[src/rtl/riscv_mdu_pkg.sv]
// Shared MDU definitions: funct3 operation codes, default XLEN and the FSM state type.
// The helpers decode each op's operand signedness in one place.
package riscv_mdu_pkg;

    localparam int XLEN_DEFAULT = 32;

    localparam logic [2:0] MDU_OP_MUL    = 3'd0;
    localparam logic [2:0] MDU_OP_MULH   = 3'd1;
    localparam logic [2:0] MDU_OP_MULHSU = 3'd2;
    localparam logic [2:0] MDU_OP_MULHU  = 3'd3;
    localparam logic [2:0] MDU_OP_DIV    = 3'd4;
    localparam logic [2:0] MDU_OP_DIVU   = 3'd5;
    localparam logic [2:0] MDU_OP_REM    = 3'd6;
    localparam logic [2:0] MDU_OP_REMU   = 3'd7;

    typedef enum logic [1:0] {
        MDU_IDLE,
        MDU_CALC,
        MDU_FIX,
        MDU_DONE
    } mdu_state_e;

    function automatic logic op_is_div(input logic [2:0] op);
        return op[2];
    endfunction

    function automatic logic op_a_signed(input logic [2:0] op);
        return (op == MDU_OP_MULH) || (op == MDU_OP_MULHSU) ||
               (op == MDU_OP_DIV)  || (op == MDU_OP_REM);
    endfunction

    function automatic logic op_b_signed(input logic [2:0] op);
        return (op == MDU_OP_MULH) || (op == MDU_OP_DIV) || (op == MDU_OP_REM);
    endfunction

endpackage

[src/rtl/riscv_mdu_div.sv]
// Iterative restoring divider on unsigned magnitudes: one quotient bit per cycle, XLEN cycles.
// o_done is high during the final iteration; quotient/remainder are valid the cycle after.
module riscv_mdu_div
    import riscv_mdu_pkg::*;
#(
    parameter int XLEN = XLEN_DEFAULT
) (
    input  logic            i_clk,
    input  logic            i_rst,
    input  logic            i_start,
    input  logic            i_abort,
    input  logic [XLEN-1:0] i_dividend,
    input  logic [XLEN-1:0] i_divisor,
    output logic [XLEN-1:0] o_quot,
    output logic [XLEN-1:0] o_rem,
    output logic            o_done
);

    localparam int CNT_W = $clog2(XLEN);

    logic                busy_q;
    logic [CNT_W-1:0]    cnt_q;
    logic [XLEN-1:0]     rem_q;
    logic [XLEN-1:0]     quo_q;
    logic [XLEN-1:0]     dsr_q;
    logic [XLEN:0]       shift_w;
    logic [XLEN:0]       diff_w;

    // Partial remainder is XLEN+1 bits only while shifted; a restored value always fits XLEN.
    assign shift_w = {rem_q, quo_q[XLEN-1]};
    assign diff_w  = shift_w - {1'b0, dsr_q};
    assign o_done  = busy_q && (cnt_q == '0);
    assign o_quot  = quo_q;
    assign o_rem   = rem_q;

    always_ff @(posedge i_clk) begin
        if (i_rst || i_abort) begin
            busy_q <= 1'b0;
            cnt_q  <= '0;
            rem_q  <= '0;
            quo_q  <= '0;
            dsr_q  <= '0;
        end else if (i_start) begin
            busy_q <= 1'b1;
            cnt_q  <= CNT_W'(XLEN-1);
            rem_q  <= '0;
            quo_q  <= i_dividend;
            dsr_q  <= i_divisor;
        end else if (busy_q) begin
            if (diff_w[XLEN]) begin
                rem_q <= shift_w[XLEN-1:0];
                quo_q <= {quo_q[XLEN-2:0], 1'b0};
            end else begin
                rem_q <= diff_w[XLEN-1:0];
                quo_q <= {quo_q[XLEN-2:0], 1'b1};
            end
            if (cnt_q == '0) begin
                busy_q <= 1'b0;
            end else begin
                cnt_q <= cnt_q - 1'b1;
            end
        end
    end

endmodule

[src/rtl/riscv_mdu.sv]
// Multi-cycle RV32M/RV64M multiply/divide unit with valid/ready handshakes.
// Shift-add multiplier and sign-fix live here; division is delegated to riscv_mdu_div.
module riscv_mdu
    import riscv_mdu_pkg::*;
#(
    parameter  int XLEN  = XLEN_DEFAULT,
    localparam int CNT_W = $clog2(XLEN)
) (
    input  logic            i_clk,
    input  logic            i_rst,
    input  logic            i_valid,
    output logic            o_ready,
    input  logic [2:0]      i_op,
    input  logic [XLEN-1:0] i_a,
    input  logic [XLEN-1:0] i_b,
    input  logic            i_flush,
    output logic            o_valid,
    input  logic            i_ready,
    output logic [XLEN-1:0] o_result,
    output logic            o_div_zero
);

    localparam logic [XLEN-1:0] MIN_NEG = {1'b1, {(XLEN-1){1'b0}}};

    mdu_state_e        state_q, state_d;
    logic [CNT_W-1:0]  cnt_q;
    logic [2*XLEN-1:0] acc_q;
    logic [XLEN-1:0]   mcand_q;
    logic [XLEN-1:0]   result_q;
    logic [2:0]        op_q;
    logic              neg_q, a_neg_q, div_zero_q;

    logic              a_neg, b_neg, accept, div_zero, ovf, fast, last, div_done;
    logic [XLEN-1:0]   mag_a, mag_b, fast_result, div_quot, div_rem, quot, rem, fix_result;
    logic [XLEN:0]     acc_sum;
    logic [2*XLEN-1:0] prod;

    assign a_neg    = op_a_signed(i_op) && i_a[XLEN-1];
    assign b_neg    = op_b_signed(i_op) && i_b[XLEN-1];
    assign mag_a    = a_neg ? -i_a : i_a;
    assign mag_b    = b_neg ? -i_b : i_b;
    assign accept   = (state_q == MDU_IDLE) && i_valid && !i_flush;
    assign div_zero = op_is_div(i_op) && (i_b == '0);
    assign ovf      = ((i_op == MDU_OP_DIV) || (i_op == MDU_OP_REM)) &&
                      (i_a == MIN_NEG) && (i_b == '1);
    assign fast     = div_zero || ovf;

    // i_op[1] separates REM/REMU from DIV/DIVU among the divide ops.
    always_comb begin
        fast_result = '0;
        if (div_zero) begin
            fast_result = i_op[1] ? i_a : '1;
        end else if (ovf) begin
            fast_result = i_op[1] ? '0 : i_a;
        end
    end

    riscv_mdu_div #(.XLEN(XLEN)) u_div (
        .i_clk      (i_clk),
        .i_rst      (i_rst),
        .i_start    (accept && op_is_div(i_op) && !fast),
        .i_abort    (i_flush),
        .i_dividend (mag_a),
        .i_divisor  (mag_b),
        .o_quot     (div_quot),
        .o_rem      (div_rem),
        .o_done     (div_done)
    );

    assign acc_sum = {1'b0, acc_q[2*XLEN-1:XLEN]} + (acc_q[0] ? {1'b0, mcand_q} : '0);
    assign last    = op_is_div(op_q) ? div_done : (cnt_q == '0);
    assign prod    = neg_q ? -acc_q : acc_q;
    assign quot    = neg_q ? -div_quot : div_quot;
    assign rem     = a_neg_q ? -div_rem : div_rem;

    always_comb begin
        fix_result = '0;
        case (op_q)
            MDU_OP_MUL:                             fix_result = prod[XLEN-1:0];
            MDU_OP_MULH, MDU_OP_MULHSU, MDU_OP_MULHU: fix_result = prod[2*XLEN-1:XLEN];
            MDU_OP_DIV, MDU_OP_DIVU:                fix_result = quot;
            MDU_OP_REM, MDU_OP_REMU:                fix_result = rem;
            default:                                fix_result = '0;
        endcase
    end

    always_comb begin
        state_d = state_q;
        case (state_q)
            MDU_IDLE: if (accept) state_d = fast ? MDU_DONE : MDU_CALC;
            MDU_CALC: if (i_flush) state_d = MDU_IDLE; else if (last) state_d = MDU_FIX;
            MDU_FIX:  state_d = i_flush ? MDU_IDLE : MDU_DONE;
            MDU_DONE: if (i_flush || i_ready) state_d = MDU_IDLE;
            default:  state_d = MDU_IDLE;
        endcase
    end

    always_ff @(posedge i_clk) begin
        if (i_rst) state_q <= MDU_IDLE;
        else       state_q <= state_d;
    end

    always_ff @(posedge i_clk) begin
        if (i_rst) begin
            cnt_q      <= '0;
            acc_q      <= '0;
            mcand_q    <= '0;
            result_q   <= '0;
            op_q       <= '0;
            neg_q      <= 1'b0;
            a_neg_q    <= 1'b0;
            div_zero_q <= 1'b0;
        end else begin
            case (state_q)
                MDU_IDLE: if (accept) begin
                    op_q       <= i_op;
                    neg_q      <= a_neg ^ b_neg;
                    a_neg_q    <= a_neg;
                    mcand_q    <= mag_a;
                    acc_q      <= {{XLEN{1'b0}}, mag_b};
                    cnt_q      <= CNT_W'(XLEN-1);
                    div_zero_q <= div_zero;
                    if (fast) result_q <= fast_result;
                end
                MDU_CALC: if (!i_flush) begin
                    acc_q <= {acc_sum, acc_q[XLEN-1:1]};
                    if (cnt_q != '0) cnt_q <= cnt_q - 1'b1;
                end
                MDU_FIX: if (!i_flush) result_q <= fix_result;
                default: ;
            endcase
        end
    end

    assign o_ready    = (state_q == MDU_IDLE);
    assign o_valid    = (state_q == MDU_DONE);
    assign o_result   = result_q;
    assign o_div_zero = div_zero_q;

endmodule

[config.mk]
export PLATFORM = sky130hd
export DESIGN_NAME = riscv_mdu
export DESIGN_NICKNAME = d
export VERILOG_FILES = /design/src/rtl/riscv_mdu_pkg.sv /design/src/rtl/riscv_mdu_div.sv /design/src/rtl/riscv_mdu.sv
export SDC_FILE = /design/constraint.sdc
export NUM_CORES = 1
export LEC_CHECK = 0
export CAP_MARGIN = 0
export CORE_MARGIN = 2
export CORE_UTILIZATION = 45
export CTS_BUF_LIST = sky130_fd_sc_hd__clkbuf_16
export DETAILED_ROUTE_END_ITERATION = 6
export GPL_TIMING_DRIVEN = 0
export PLACE_DENSITY = 0.64
export SETUP_SLACK_MARGIN = 0.1
export SLEW_MARGIN = 5
export SYNTH_ARGS = -nofsm -noshare
export SYNTH_HDL_FRONTEND = slang
export SYNTH_HIERARCHICAL = 1
export SYNTH_SLANG_ARGS = --single-unit
export TNS_END_PERCENT = 1
[constraint.sdc]
create_clock -name i_clk -period 4.9 [get_ports i_clk]
set_input_delay 0.735 -clock i_clk [delete_from_list [all_inputs] [get_ports i_clk]]
set_output_delay 0.735 -clock i_clk [all_outputs]
set_load 0.005 [all_outputs]
# Word level (Yosys, flattened, before mapping)
# Cells that the tools add are included.
# Widths: inputs -> output; s select.
[op_classes]
addsub = 9
eq_ne = 24
bitwise_logic = 1
mux = 40
n_reduce_logical = 40
[ops]
columns = ["operator", "count"]
rows = [
  ["$mux 32", 15],
  ["$mux 64", 3],
  ["$neg 32->32", 4],
  ["$pmux 32 s4", 1],
  ["$pmux 64 s2", 1],
  ["$eq 32x32->1 const B", 2],
  ["$neg 64->64", 1],
  ["$pmux 32 s2", 1],
  ["$add 32x32->33", 1],
  ["$sub 33x32->33", 1],
  ["$logic_not 32->1", 1],
  ["$mux 5", 6],
  ["$eq 3x3->1 const B", 6],
  ["$mux 2", 6],
  ["$logic_and 1x1->1", 10],
  ["$logic_not 5->1", 2],
  ["$pmux 5 s2", 1],
  ["$sub 5x1->5 const B", 2],
  ["$eq 3x2->1 const B", 3],
  ["$logic_or 1x1->1", 9],
  ["$ne 2x1->1 const B", 4],
  ["$pmux 2 s4", 1],
  ["$reduce_and 4->1", 2],
  ["$eq 3x1->1 const B", 2],
  ["other kinds (15)", 29],
]
[word_totals]
ff_bits = 243

# Depth between registers and ports, before layout
[depth]
word_depth = 9
depth_mapped = 15
depth_no_buf = 13

# Cells and area by module
# Netlist, hierarchy kept.
[modules_own_cells]
columns = ["mod", "instances", "seq_area_each_um2", "area_each_um2", "cells_per_inst"]
rows = [
  ["riscv_mdu", 1, 2822.7, 12864.8, 1830],
  ["riscv_mdu_div", 1, 2042.0, 6154.7, 782],
]

# Worst setup path after synthesis
# OpenSTA, ideal clock, no wires.
[synth_timing]
path_kind = "input -> register"
start = "in i_flush"
end = "reg u_div.dsr_q[12]"
required_time_ns = 4.772
arrival_ns = 3.511
stages = 10
slack_ns = 1.261
path_cell_list = "clkbuf_1 > nor4b_1 > clkbuf_1 > nand2_1 > nor3_1 > clkbuf_1 > clkbuf_1 > clkbuf_1 > mux2i_1 > nor2_1"
[synth_between]
elab_chain_len = 4
[synth_rtl]
columns = ["element", "line_no", "source"]
rows = [
  ["from (decl)", "riscv_mdu.sv:16", "input logic i_flush,"],
  ["$logic_not 1->1", "--", ""],
  ["$logic_and 1x1->1", "riscv_mdu.sv:42", "assign accept = (state_q == MDU_IDLE) && i_valid && !i_flush;"],
  ["$logic_and 1x1->1 (2 in a row)", "riscv_mdu.sv:61", ".i_start (accept && op_is_div(i_op) && !fast),"],
  ["to (signal assigned)", "riscv_mdu_div.sv:48", "dsr_q <= i_divisor;"],
  ["to (decl)", "riscv_mdu_div.sv:25", "logic [XLEN-1:0] dsr_q;"],
]
# Several ways; a longest one is shown, not always the timed one.
# A chain may end at the register's enable or synchronous reset.

# Final worst setup path
[layout_timing]
start = "in i_flush"
end = "reg u_div.dsr_q[29]"
# Same word-level chain as after synthesis.

==> flow_metrics.env <==
export IMPL_status="complete, but fails checks"
export IMPL_finalWirelength_um=83600
export IMPL_min_path_cells=2
export IMPL_path_class="input pin to flip-flop"
export IMPL_ir_drop_uv=236
export IMPL_initial_core_util=0.454
export IMPL_clk_root_buffer_cell="clkbuf_16"
export IMPL_syn_area_per_cell_um2=7.28
export IMPL_synth_area_leaders="dfxtp_1 (26%), nor2_1 (7.4%), xnor2_1 (5.3%)"
export IMPL_clk_pin_slew_ps=60
export IMPL_period_needed_ps=4540
export IMPL_cts_max_level=1
export IMPL_drive_gt1_frac=0.0404
export IMPL_clock_skew_ps=15.5
export IMPL_setup_violations=0
export IMPL_drv_cap=0
export IMPL_area_growth_synth_to_final_pct=14.8
export IMPL_synth_commonest_cells="nor2_1 (377), nand2_1 (254), dfxtp_1 (243)"
export IMPL_synth_top_area_share=0.256
export IMPL_yosysMostFrequentCell="nor2_1"
export IMPL_cts_buffers=31
export IMPL_crit_path_end_kind="flip-flop"
export IMPL_max_slew_worst_pin_slew_ps=1140
export IMPL_detail_route_wl_per_cell_um=25.2
export IMPL_final_seq_area_mm2=0.00486
export IMPL_hold_class="flip-flop to flip-flop"
export IMPL_final_cells=3315
export IMPL_syn_nets=2760
export IMPL_max_freq_ghz=0.220
export IMPL_arrival_ps=4990
export IMPL_min_from="o_result[11]"
export IMPL_vias=20813
export IMPL_grt_max_degree=16
export IMPL_port_buffers=106
export IMPL_slew_viol_final=0
export IMPL_ys_seq_area_frac=0.256
export IMPL_remaining_drc_errors=4
export IMPL_dp_hpwl_um=67500
export IMPL_synth_distinct_cells=96
export IMPL_num_io_pins=107
export IMPL_numPlacedInstances=3258
export IMPL_rsz0062_at_grt="false"
export IMPL_antenna_found_initial=4
export IMPL_hold_violations=0
export IMPL_grt_pass1_wl_um=123000
export IMPL_relSlewSlack=0.230
export IMPL_yosysTopAreaCell="dfxtp_1"
export IMPL_violations="design-rule violations"
export IMPL_dpl_cell_area_mm2=0.0208
export IMPL_r2r_cells=15
export IMPL_final_area_mm2=0.0218
export IMPL_drtIter0Drc=2128
export IMPL_cp_start_kind="input pin"
export IMPL_place_congestion=1.04
export IMPL_rows=75
export IMPL_clk_latency_ps=590
export IMPL_postRouteAntennaNets=0
export IMPL_synth_edf_count=0
export IMPL_chipWidth_um=210
export IMPL_min_to="o_result[11]"
export IMPL_fillers=4252
export IMPL_vias_per_cell=6.28
export IMPL_core_area_mm2=0.0419
export IMPL_p_leak_nw=8.28
export IMPL_dominantRegCellSynth="dfxtp_1"
export IMPL_r2r_end="acc_q[61]"
export IMPL_finalPower_mw=5.99
export IMPL_cts_tree="done"
export IMPL_ctsLongestPathBuffers=3
export IMPL_dieArea_mm2=0.0439
export IMPL_r2r_start="acc_q[0]"
export IMPL_crit_fanout=10
export IMPL_grt_overflow=0
export IMPL_first_pass_iters=7
export IMPL_p_per_area_mw_per_mm2=274
export IMPL_nNetsFinal=2900
export IMPL_syn_inst=2612
export IMPL_ff2ff_setup_slack_ps=520
export IMPL_multi_input_comb_area_mm2=0.0132
export IMPL_die_height_um=210
export IMPL_ys_ff_latch=243
export IMPL_cp_required_ps=5350
export IMPL_grtUsageTotal=0.371
export IMPL_grt_pass1_vias=19296
export IMPL_netlist_area_mm2=0.0190
export IMPL_synthArstFlopShare=0
export IMPL_period_share=0.927
export IMPL_cts_num_sinks=243
export IMPL_yosysWarningCount=6
kinds of logic after synthesis:
kind of cell	share of synthesized area
AO/OA/AOI/OAI	0.239
XOR/XNOR	0.0935
adder cells (fa/ha/maj)	0.0508
buffers and inverters	0.0490
flip-flops	0.256
multiplexers	0.0459
AND/OR/NAND/NOR	0.266
placed cells by master, fill, tap and decap left out, types with 33 or more instances in the layout:
master           count
nor2_1             377
nand2_1            254
dfxtp_1            243
a21oi_1            201
o21ai_0            144
clkbuf_1           132
xnor2_1            115
clkdlybuf4s50_1    106
nor3_1             103
xor2_1              88
mux2i_1             86
inv_1               81
ha_1                74
a31oi_1             52
nand3_1             46
and2_1              41
or3_1               39
a211oi_1            38
o31ai_1             33
what timing repair did:
item | CTS | global route
hold buffers | 0 | 0
buffers inserted | 0 | 0
gates resized for setup | 1 | 6
setup endpoints to repair | 20 | 20
cloned | 0 | 0
report_power, final:
| group | internal [mW] | total [mW] | switching [mW] | leakage [nW] |
|---|---|---|---|---|
| sequential | 2.04 | 2.11 | 0.0684 | 1.97 |
| combinational | 0.488 | 1.49 | 1.01 | 5.79 |
| clock | 1.45 | 2.39 | 0.934 | 0.527 |
| total | 3.98 | 5.99 | 2.01 | 8.28 |
cell type report:
type                       instances  share of cell area
multi-input combinational       2129               0.606
antenna                            1            0.000115
buffer                           163              0.0296
clock inverter                    25              0.0123
timing repair buffer             107              0.0490
clock buffer                      31              0.0355
inverter                          77              0.0132
sequential                       243               0.223
tap                              539              0.0309
how the worst max path moves through the flow:
stage,from,to,slack [ps],cells past startpoint
4_1_cts,i_flush,u_div/dsr_q[29],140,11
5_1_grt,i_flush,u_div/dsr_q[24],260,11
6_report,i_flush,u_div/dsr_q[29],360,11
3_3_place_gp,i_flush,u_div/dsr_q[23],-1770,11
2_1_floorplan,i_flush,u_div/dsr_q[12],1260,10
3_5_place_dp,i_flush,u_div/dsr_q[30],-660,11
sequential cells by signal (all words and copies together) (netlist names):
register,cells
o_result,32
op_q,3
a_neg_q,1
cnt_q,5
acc_q,64
neg_q,1
o_div_zero,1
u_div/o_rem,32
u_div/busy_q,1
u_div/dsr_q,32
mcand_q,32
state_q,2
u_div/cnt_q,5
u_div/o_quot,32
critical path, stage by stage:
cell and delay, ps:
clkdlybuf4s50_1 520, clkbuf_1 380, nor4b_4 630, clkbuf_1 640
nand2_1 210, nor3_1 220, clkbuf_1 510, clkbuf_2 440
clkbuf_2 390, mux2i_1 240, nor2_1 60
per-stage QoR:
stage / utilization / hold WS [ps] / TNS, ps / setup WS (ps)
4_1_cts: 0.521 / 447 / 0 / 138
6_report: 0.522 / 447 / 0 / 357
2_1_floorplan: - / 432 / 0 / 1260
3_3_place_gp: 0.496 / 432 / -129860 / -1770
3_5_place_dp: 0.496 / 438 / -22780 / -655
5_1_grt: 0.521 / 467 / 0 / 258
metal layers:
metal / wire length, µm / vias up / GRT usage
li1: - / 9683 / -
met1: 35000 / 9882 / 0.481
met2: 36300 / 1017 / 0.588
met3: 6750 / 227 / 0.0618
met4: 5490 / 4 / 0.205
met5: 32 / - / 0
(Power assumes the default switching activity.)
